**src/rtl/jzjpcc_hazard_control_pkg.sv**
```systemverilog
// Shared types for the jzjpcc hazard controller: forwarding selects,
// scoreboard slot layout and the load-use FSM state.
package jzjpcc_pkg;

  typedef enum logic [1:0] {
    REGFILE = 2'b00,
    MEM     = 2'b01,
    WB      = 2'b10
  } forward_sel_t;

  typedef struct packed {
    logic       valid;
    logic [4:0] rdAddr;
    logic       rdWriteEnable;
    logic       isLoad;
  } scoreboard_slot_t;

  typedef enum logic {
    RUN        = 1'b0,
    LOAD_STALL = 1'b1
  } hazard_state_t;

  localparam scoreboard_slot_t SLOT_EMPTY = '0;

  // Newest producer wins: a hit in E (memory next cycle) beats a hit in M.
  function automatic forward_sel_t resolve_fwd(input logic hit_e, input logic hit_m);
    if (hit_e) return MEM;
    else if (hit_m) return WB;
    else return REGFILE;
  endfunction

endpackage

```
**src/rtl/jzjpcc_hazard_match.sv**
```systemverilog
// Compares one decode source register against one scoreboard slot.
// x0, unused sources, bubbles and non-writing producers never match.
module jzjpcc_hazard_match
  import jzjpcc_pkg::*;
(
  input  logic [4:0]       rs_addr_i,
  input  logic             rs_used_i,
  input  scoreboard_slot_t slot_i,
  output logic             match_o
);

  logic unused_is_load;
  assign unused_is_load = slot_i.isLoad;

  assign match_o = rs_used_i & slot_i.valid & slot_i.rdWriteEnable &
                   (slot_i.rdAddr == rs_addr_i) & (rs_addr_i != '0);

endmodule

```
**src/rtl/jzjpcc_hazard_control.sv**
```systemverilog
// Hazard controller for the five-stage jzjpcc core: E/M/W scoreboard, forwarding
// selects, load-use stalls and branch flushes. Macro JZJPCC_FORWARDING_EN enables forwarding.
module jzjpcc_hazard_control
  import jzjpcc_pkg::*;
(
  input  logic        clock,
  input  logic        reset_n,
  input  logic        decode_valid,
  input  logic [4:0]  decode_rs1Addr,
  input  logic [4:0]  decode_rs2Addr,
  input  logic        decode_rs1Used,
  input  logic        decode_rs2Used,
  input  logic [4:0]  decode_rdAddr,
  input  logic        decode_rdWriteEnable,
  input  logic        decode_isLoad,
  input  logic        execute_branchTaken,
  output logic        stallFetch,
  output logic        stallDecode,
  output logic        flushDecode,
  output logic        bubbleExecute,
  output logic [1:0]  rs1ForwardSel,
  output logic [1:0]  rs2ForwardSel,
  output logic [31:0] perf_stallCycles
);

  scoreboard_slot_t slot_e_q, slot_m_q, slot_w_q, slot_e_d;
  logic [31:0]      perf_q;
  logic             rs1_used, rs2_used;
  logic             rs1_hit_e, rs1_hit_m, rs1_hit_w;
  logic             rs2_hit_e, rs2_hit_m, rs2_hit_w;
  logic             hazard, stall, bubble;

  // An empty decode slot carries no real sources, so it cannot raise a hazard.
  assign rs1_used = decode_valid & decode_rs1Used;
  assign rs2_used = decode_valid & decode_rs2Used;

  jzjpcc_hazard_match u_rs1_e (.rs_addr_i(decode_rs1Addr), .rs_used_i(rs1_used), .slot_i(slot_e_q), .match_o(rs1_hit_e));
  jzjpcc_hazard_match u_rs1_m (.rs_addr_i(decode_rs1Addr), .rs_used_i(rs1_used), .slot_i(slot_m_q), .match_o(rs1_hit_m));
  jzjpcc_hazard_match u_rs1_w (.rs_addr_i(decode_rs1Addr), .rs_used_i(rs1_used), .slot_i(slot_w_q), .match_o(rs1_hit_w));
  jzjpcc_hazard_match u_rs2_e (.rs_addr_i(decode_rs2Addr), .rs_used_i(rs2_used), .slot_i(slot_e_q), .match_o(rs2_hit_e));
  jzjpcc_hazard_match u_rs2_m (.rs_addr_i(decode_rs2Addr), .rs_used_i(rs2_used), .slot_i(slot_m_q), .match_o(rs2_hit_m));
  jzjpcc_hazard_match u_rs2_w (.rs_addr_i(decode_rs2Addr), .rs_used_i(rs2_used), .slot_i(slot_w_q), .match_o(rs2_hit_w));

  // Write-first register file: a W-slot producer is already visible to decode.
  logic unused_w_hits;
  assign unused_w_hits = rs1_hit_w | rs2_hit_w;

`ifdef JZJPCC_FORWARDING_EN
  hazard_state_t state_q;
  forward_sel_t  rs1_sel_q, rs2_sel_q;

  assign hazard = (state_q == RUN) & slot_e_q.isLoad & (rs1_hit_e | rs2_hit_e);
`else
  assign hazard = rs1_hit_e | rs2_hit_e | rs1_hit_m | rs2_hit_m;
`endif

  // A taken branch overrides any stall: the stalled instruction is being discarded.
  assign stall         = hazard & ~execute_branchTaken;
  assign bubble        = stall | execute_branchTaken;
  assign stallFetch    = stall;
  assign stallDecode   = stall;
  assign flushDecode   = execute_branchTaken;
  assign bubbleExecute = bubble;

  always_comb begin
    slot_e_d = SLOT_EMPTY;
    if (decode_valid && !bubble) begin
      slot_e_d.valid         = 1'b1;
      slot_e_d.rdAddr        = decode_rdAddr;
      slot_e_d.rdWriteEnable = decode_rdWriteEnable;
      slot_e_d.isLoad        = decode_isLoad;
    end
  end

  always_ff @(posedge clock or negedge reset_n) begin
    if (!reset_n) begin
      slot_e_q <= SLOT_EMPTY;
      slot_m_q <= SLOT_EMPTY;
      slot_w_q <= SLOT_EMPTY;
      perf_q   <= '0;
    end else begin
      slot_e_q <= slot_e_d;
      slot_m_q <= slot_e_q;
      slot_w_q <= slot_m_q;
      if (stall && (perf_q != '1)) perf_q <= perf_q + 32'd1;
    end
  end

  assign perf_stallCycles = perf_q;

`ifdef JZJPCC_FORWARDING_EN
  // stall is already masked by a branch, so a flush always lands in RUN.
  always_ff @(posedge clock or negedge reset_n) begin
    if (!reset_n) begin
      state_q   <= RUN;
      rs1_sel_q <= REGFILE;
      rs2_sel_q <= REGFILE;
    end else begin
      state_q <= stall ? LOAD_STALL : RUN;
      if (slot_e_d.valid) begin
        rs1_sel_q <= resolve_fwd(rs1_hit_e, rs1_hit_m);
        rs2_sel_q <= resolve_fwd(rs2_hit_e, rs2_hit_m);
      end else begin
        rs1_sel_q <= REGFILE;
        rs2_sel_q <= REGFILE;
      end
    end
  end

  assign rs1ForwardSel = rs1_sel_q;
  assign rs2ForwardSel = rs2_sel_q;
`else
  assign rs1ForwardSel = '0;
  assign rs2ForwardSel = '0;
`endif

endmodule

```
**config.mk**
```make
export PLATFORM = sky130hd
export DESIGN_NAME = jzjpcc_hazard_control
export DESIGN_NICKNAME = d
export VERILOG_FILES = /design/src/rtl/jzjpcc_hazard_control_pkg.sv /design/src/rtl/jzjpcc_hazard_match.sv /design/src/rtl/jzjpcc_hazard_control.sv
export SDC_FILE = /design/constraint.sdc
export NUM_CORES = 1
export LEC_CHECK = 0
export CORE_ASPECT_RATIO = 0.75
export CORE_MARGIN = 2
export CORE_UTILIZATION = 49
export CTS_CLUSTER_SIZE = 12
export DETAILED_ROUTE_END_ITERATION = 8
export HOLD_SLACK_MARGIN = 0.02
export PLACE_DENSITY = 0.9
export REMOVE_ABC_BUFFERS = 1
export SLEW_MARGIN = 20
export SYNTH_ARGS = -nofsm -noshare
export SYNTH_HDL_FRONTEND = slang
export SYNTH_HIERARCHICAL = 1
export SYNTH_SLANG_ARGS = --single-unit
export TNS_END_PERCENT = 30
```
**constraint.sdc**
```tcl
create_clock -name clock -period 2.7 [get_ports clock]
set_input_delay 0.27 -clock clock [delete_from_list [all_inputs] [get_ports clock]]
set_output_delay 0.27 -clock clock [all_outputs]
set_load 0.02 [all_outputs]
```
### Word level (Yosys, flattened, before mapping)

Cells that the tools add are included.

| word-level totals | value |
|---|---|
| bits of input ports | 23 |
| output and inout bits | 40 |
| flip-flop bits (word level) | 46 |
| word-level logic and storage cells | 43 |

| operators by class | value |
|---|---|
| muxes and demuxes | 1 |
| bitwise gates (word level) | 24 |
| reduce and logical (&&, ||, !) cells | 5 |
| equality and inequality tests | 5 |
| add/subtract/negate cells | 1 |

Operators with widths:

| cell | count |
|---|---|
| 32-bit by 1-bit adder with 32-bit output, second input constant | 1 |
| 32-bit != test, second input constant | 1 |
| 5-bit == test | 4 |
| 1-bit bitwise AND | 19 |
| 5-bit nonzero test | 2 |
| 8-bit two-way mux | 1 |
| 1-bit OR | 4 |
| 1-bit logical AND | 2 |
| 1-bit zero test | 1 |
| 1-bit inverter | 1 |

### Longest topological paths before layout

| logic depth | value |
|---|---|
| depth in word-level cells | 13 |
| depth in mapped cells | 9 |

### Hierarchy

Netlist, hierarchy kept.

Modules (own cells, without submodules):

| module | seq. area each (sq um) | instances | cells each | area each (sq um) |
|---|---|---|---|---|
| jzjpcc_hazard_control | 1201.2 | 1 | 189 | 2175.8 |
| jzjpcc_hazard_match | 0.0 | 4 | 10 | 70.1 |

### Worst setup path after synthesis

No wires, ideal clock.

| path | value |
|---|---|
| path type | reg2reg |
| start point | reg slot_e_q[2] (netlist name) |
| end point | reg perf_q[22] (netlist: perf_stallCycles[22]) |
| stages on the path, launching flop included | 10 |
| path buffers | 0 |
| setup time | 0.128 ns |
| slack | 0.451 ns |
| arrival | 2.122 ns |
| clock period less this slack | 2.249 ns |
| cell sequence | dfrtp_1 xnor2_1 nand4_1 a211oi_1 nor4_2 or2_2 inv_1 and4_1 nand3_1 mux2_1 |

| on the way | value |
|---|---|
| word-level cells in the longest chain between the ends | 8 |
| elaborated cells between the ends (all ways) | 11 |

RTL lines:

| item | RTL line | source |
|---|---|---|
| from (decl) | jzjpcc_hazard_control.sv:26 | `scoreboard_slot_t slot_e_q, slot_m_q, slot_w_q, slot_e_d;` |
| from (signal assigned) | jzjpcc_hazard_control.sv:82 | `slot_e_q <= slot_e_d;` |
| 5-bit == test | jzjpcc_hazard_match.sv:16 | `(slot_i.rdAddr == rs_addr_i) & (rs_addr_i != '0);` |
| 1-bit bitwise AND | jzjpcc_hazard_match.sv:15 | `assign match_o = rs_used_i & slot_i.valid & slot_i.rdWriteEnable &` |
| 1-bit bitwise AND | jzjpcc_hazard_match.sv:16 |  |
| named net rs1_hit_e | jzjpcc_hazard_control.sv:29 | `logic rs1_hit_e, rs1_hit_m, rs1_hit_w;` |
| 1-bit OR (3 in series) | jzjpcc_hazard_control.sv:54 | `assign hazard = rs1_hit_e \| rs2_hit_e \| rs1_hit_m \| rs2_hit_m;` |
| 1-bit bitwise AND | jzjpcc_hazard_control.sv:58 | `assign stall = hazard & ~execute_branchTaken;` |
| named net stallDecode | jzjpcc_hazard_control.sv:18 | `output logic stallDecode,` |
| 1-bit logical AND | jzjpcc_hazard_control.sv:85 | `if (stall && (perf_q != '1)) perf_q <= perf_q + 32'd1;` |
| to (signal assigned) | jzjpcc_hazard_control.sv:85 |  |
| to (decl) | jzjpcc_hazard_control.sv:27 | `logic [31:0] perf_q;` |

The timed path passes the listed nets, and every way through them passes these cells.
A chain may end at the register's enable or synchronous reset.

### Worst setup path after layout

| path | value |
|---|---|
| start point | in decode_rs2Addr[0] |
| end point | out bubbleExecute |

| on the way | value |
|---|---|
| word-level cells in the longest chain between the ends | 8 |
| elaborated cells between the ends (all ways) | 12 |

RTL lines:

| item | RTL line | source |
|---|---|---|
| from (decl) | jzjpcc_hazard_control.sv:10 | `input logic [4:0] decode_rs2Addr,` |
| 5-bit == test | jzjpcc_hazard_match.sv:16 |  |
| 1-bit bitwise AND | jzjpcc_hazard_match.sv:15 |  |
| 1-bit bitwise AND * | jzjpcc_hazard_match.sv:16 |  |
| named net rs2_hit_e | jzjpcc_hazard_control.sv:30 | `logic rs2_hit_e, rs2_hit_m, rs2_hit_w;` |
| 1-bit OR * (3 in series) | jzjpcc_hazard_control.sv:54 |  |
| 1-bit bitwise AND * | jzjpcc_hazard_control.sv:58 |  |
| 1-bit OR * | jzjpcc_hazard_control.sv:59 | `assign bubble = stall \| execute_branchTaken;` |
| to (decl) | jzjpcc_hazard_control.sv:20 | `output logic bubbleExecute,` |

The timed path passes the listed nets; every way through them passes the cells marked *.

==> out/results.tsv <==
stage	metric	value	unit
status	run_status	complete, no violations	
routing	totalWireLength	5350	um
setup_path	cp-end-kind	output port	
setup_path	worst-r2r-cell-count	9	
clocking	cts-buffers-inserted	5	
placement	number_of_cells_after_detailed_placement	344	
floorplanning	core-area	4820	um^2
routing	avgViaCountPerCell	5.44	
sta	finalWorstPathRequiredPeriod	2610	ps
finish	post_layout_nonfiller_instances	353	
yosys	synthesis.yosys.warnings	6	
sta	fin_worst_skew	11.1	ps
clocking	clk_latency	300	ps
sta	worst_margin_pin_slew	559	ps
global_routing	antenna_violations_before_repair	0	
pwr	peak_ir_drop_on_the_vdd_network	0.256	mV
floorplanning	die_width	84.8	um
sta	report.final.setup_viol	0	
sta	period_share	96.6	%
setup_path	critPathLaunchType	input port	
clocking	clkSlewWorstSetupHoldPaths	80	ps
setup_path	crit_path_max_incr_delay	510	ps
global_routing	grt_overflow	0	
placement	numPortBuffers	57	
clocking	cts_root_buf	sky130_fd_sc_hd__clkbuf_8	
clocking	clockBufferDepth	2	
setup_path	critPathRequiredTime	2430	ps
sta	worst_slew_margin_relative_to_its_limit	62.7	%
finish	fraction_of_layout_instances_using_a_drive_strength_above_1	9.22	%
finish	area.growth.synth_to_final	31.8	%
setup_path	crit_path_arrival_time	2340	ps
yosys	syn_area_cell	10.6	um^2
global_routing	grt_max_degree	47	
global_routing	grt_pass1_vias	1874	
pwr	power.density_cell_area	413	nW/um^2
routing	drtPass1Iterations	4	
global_routing	gr-usage-all-layers	21.0	%
routing	dr_total_vias	1922	
pwr	power.total	0.00131	W
job	cap_violations	0	
min_path	hold_path_depth	0	
routing	remaining_drc_errors	0	
yosys	netlist_instances	226	
routing	drt_iter0_markers	129	
pwr	power_leakage	1.37	nW
setup_path	critical_path.max_fanout	4	
min_path	worst_hold_path_type	reg2reg	
floorplanning	floorplan.die_area	5480	um^2
sta	achievable_freq	384	MHz
placement	place.gp.congestion	0.795	
setup_path	critical_path.slowest_cell	sky130_fd_sc_hd__clkdlybuf4s50_1	
sta	final_max_slew_viol_count	0	
routing	antenna_violating_nets_post_route	0	
routing	wl_per_cell	15.2	um
finish	final.fill_count	365	
floorplanning	io_pins	63	
floorplanning	die_extent_in_y	64.6	um
clocking	cts.sink_count	46	
clocking	clock_tree_from_tritoncts	done	
global_routing	grt_first_pass_wirelength	8980	um
sta	rsz0062_at_grt	no	
floorplanning	fp-row-count	22	
floorplanning	initial_utilization	49.8	%
yosys	mappedNetlistArea	2400	um^2
clocking	cts_h_tree_depth	2	
finish	n_antenna_cell	0	
placement	dp_hpwl	3940	um
setup_path	critPathKind	in2out	
sta	report.final.hold_viol_count	0	
setup_path	crit_path_cell_trace	clkdlybuf4s50_1 -> o41ai_1 -> a211oi_1 -> nor4_2 -> buf_4 -> nand2b_1 -> dlygate4sd2_1	
finish	finalNetCount	316	
[metrics by stage]
step           area, um^2  TNS [ps]  hold slack, ps  utilization [%]  setup slack, ps
2_1_floorplan        2350         0           -25.6                -              321
3_3_place_gp         3050      -234             395             63.2            -82.6
3_5_place_dp         3050      -620             393             63.2             -149
4_1_cts              3150         0             161             65.4             70.5
5_1_grt              3160         0             426             65.7             4.90
6_report             3160         0             410             65.7             92.9
[metal layers]
| metal | vias up | GRT usage (%) | share of wire [%] |
|---|---|---|---|
| met5 | - | 0 | 0 |
| met4 | 0 | 8.53 | 1.5 |
| met3 | 6 | 5.48 | 5.9 |
| met2 | 52 | 32.4 | 48 |
| met1 | 939 | 28.3 | 44 |
| li1 | 925 | - | - |
[flip-flops by register name, indices dropped and copies added (netlist names)]
name              count
slot_e_q              7
slot_m_q              7
perf_stallCycles     32
[power by group]
| group | switching (W) | internal, W |
|---|---|---|
| logic | 0.0000499 | 0.0000524 |
| clock network | 0.000226 | 0.000272 |
| registers | 0.00000909 | 0.000697 |
[path summary, 6_finish.rpt]
path	slack, ps	from	endpoint
hold reg to reg	410	slot_e_q[7]	slot_m_q[7]
max in group asynchronous	1820	reset_n	slot_m_q[1]
setup / recovery	90	decode_rs2Addr[0]	bubbleExecute
hold / removal	410	slot_e_q[7]	slot_m_q[7]
setup reg to reg	310	slot_m_q[2]	perf_stallCycles[1]
min in group asynchronous	500	reset_n	perf_stallCycles[6]
[area by class of cell]
cell class	instances	area (um^2)	area share, %
clock buffers	5	68.8	2.18
repair buffers	65	627	19.8
flip-flops and latches	46	1150	36.4
clock inverters	3	40.0	1.27
multi-input cells	171	1190	37.6
well taps	60	75.1	2.37
inverters	3	11.3	0.356
[critical path, delay by kind of cell]
kind | cells | cell delay [ps]
buffers and inverters | 3 | 1040
AO/OA/AOI/OAI | 2 | 590
AND/OR/NAND/NOR | 2 | 440
[cells in the final DEF, fill, tap and decap left out, types with 2 or more instances in the layout]
cell                               n
sky130_fd_sc_hd__clkdlybuf4s50_1  53
sky130_fd_sc_hd__dfrtp_1          46
sky130_fd_sc_hd__xnor2_1          34
sky130_fd_sc_hd__nand4_1          21
sky130_fd_sc_hd__nand2_1          20
sky130_fd_sc_hd__nor2_1           14
sky130_fd_sc_hd__nand3_1          14
sky130_fd_sc_hd__and2_1            9
sky130_fd_sc_hd__xor2_1            9
sky130_fd_sc_hd__buf_4             8
sky130_fd_sc_hd__nor3_1            5
sky130_fd_sc_hd__clkbuf_8          5
sky130_fd_sc_hd__nor4_1            4
sky130_fd_sc_hd__conb_1            4
sky130_fd_sc_hd__o41ai_1           4
sky130_fd_sc_hd__a211oi_1          4
sky130_fd_sc_hd__inv_1             3
sky130_fd_sc_hd__and3_1            3
sky130_fd_sc_hd__dlygate4sd2_1     3
sky130_fd_sc_hd__nand4_4           2
sky130_fd_sc_hd__nor3_4            2
sky130_fd_sc_hd__nor4_4            2
sky130_fd_sc_hd__a31oi_1           2
sky130_fd_sc_hd__or3_1             2
sky130_fd_sc_hd__and4_1            2
sky130_fd_sc_hd__a21oi_1           2
sky130_fd_sc_hd__clkinv_2          2
[timing repair]
item	4_1_cts	5_1_grt
endpoints found under the setup margin	3	0
hold endpoints to repair	0	46
resized for setup	3	0
hold buffers	0	1
setup buffers	0	0
Note: power is estimated with default switching activity, not from simulation.
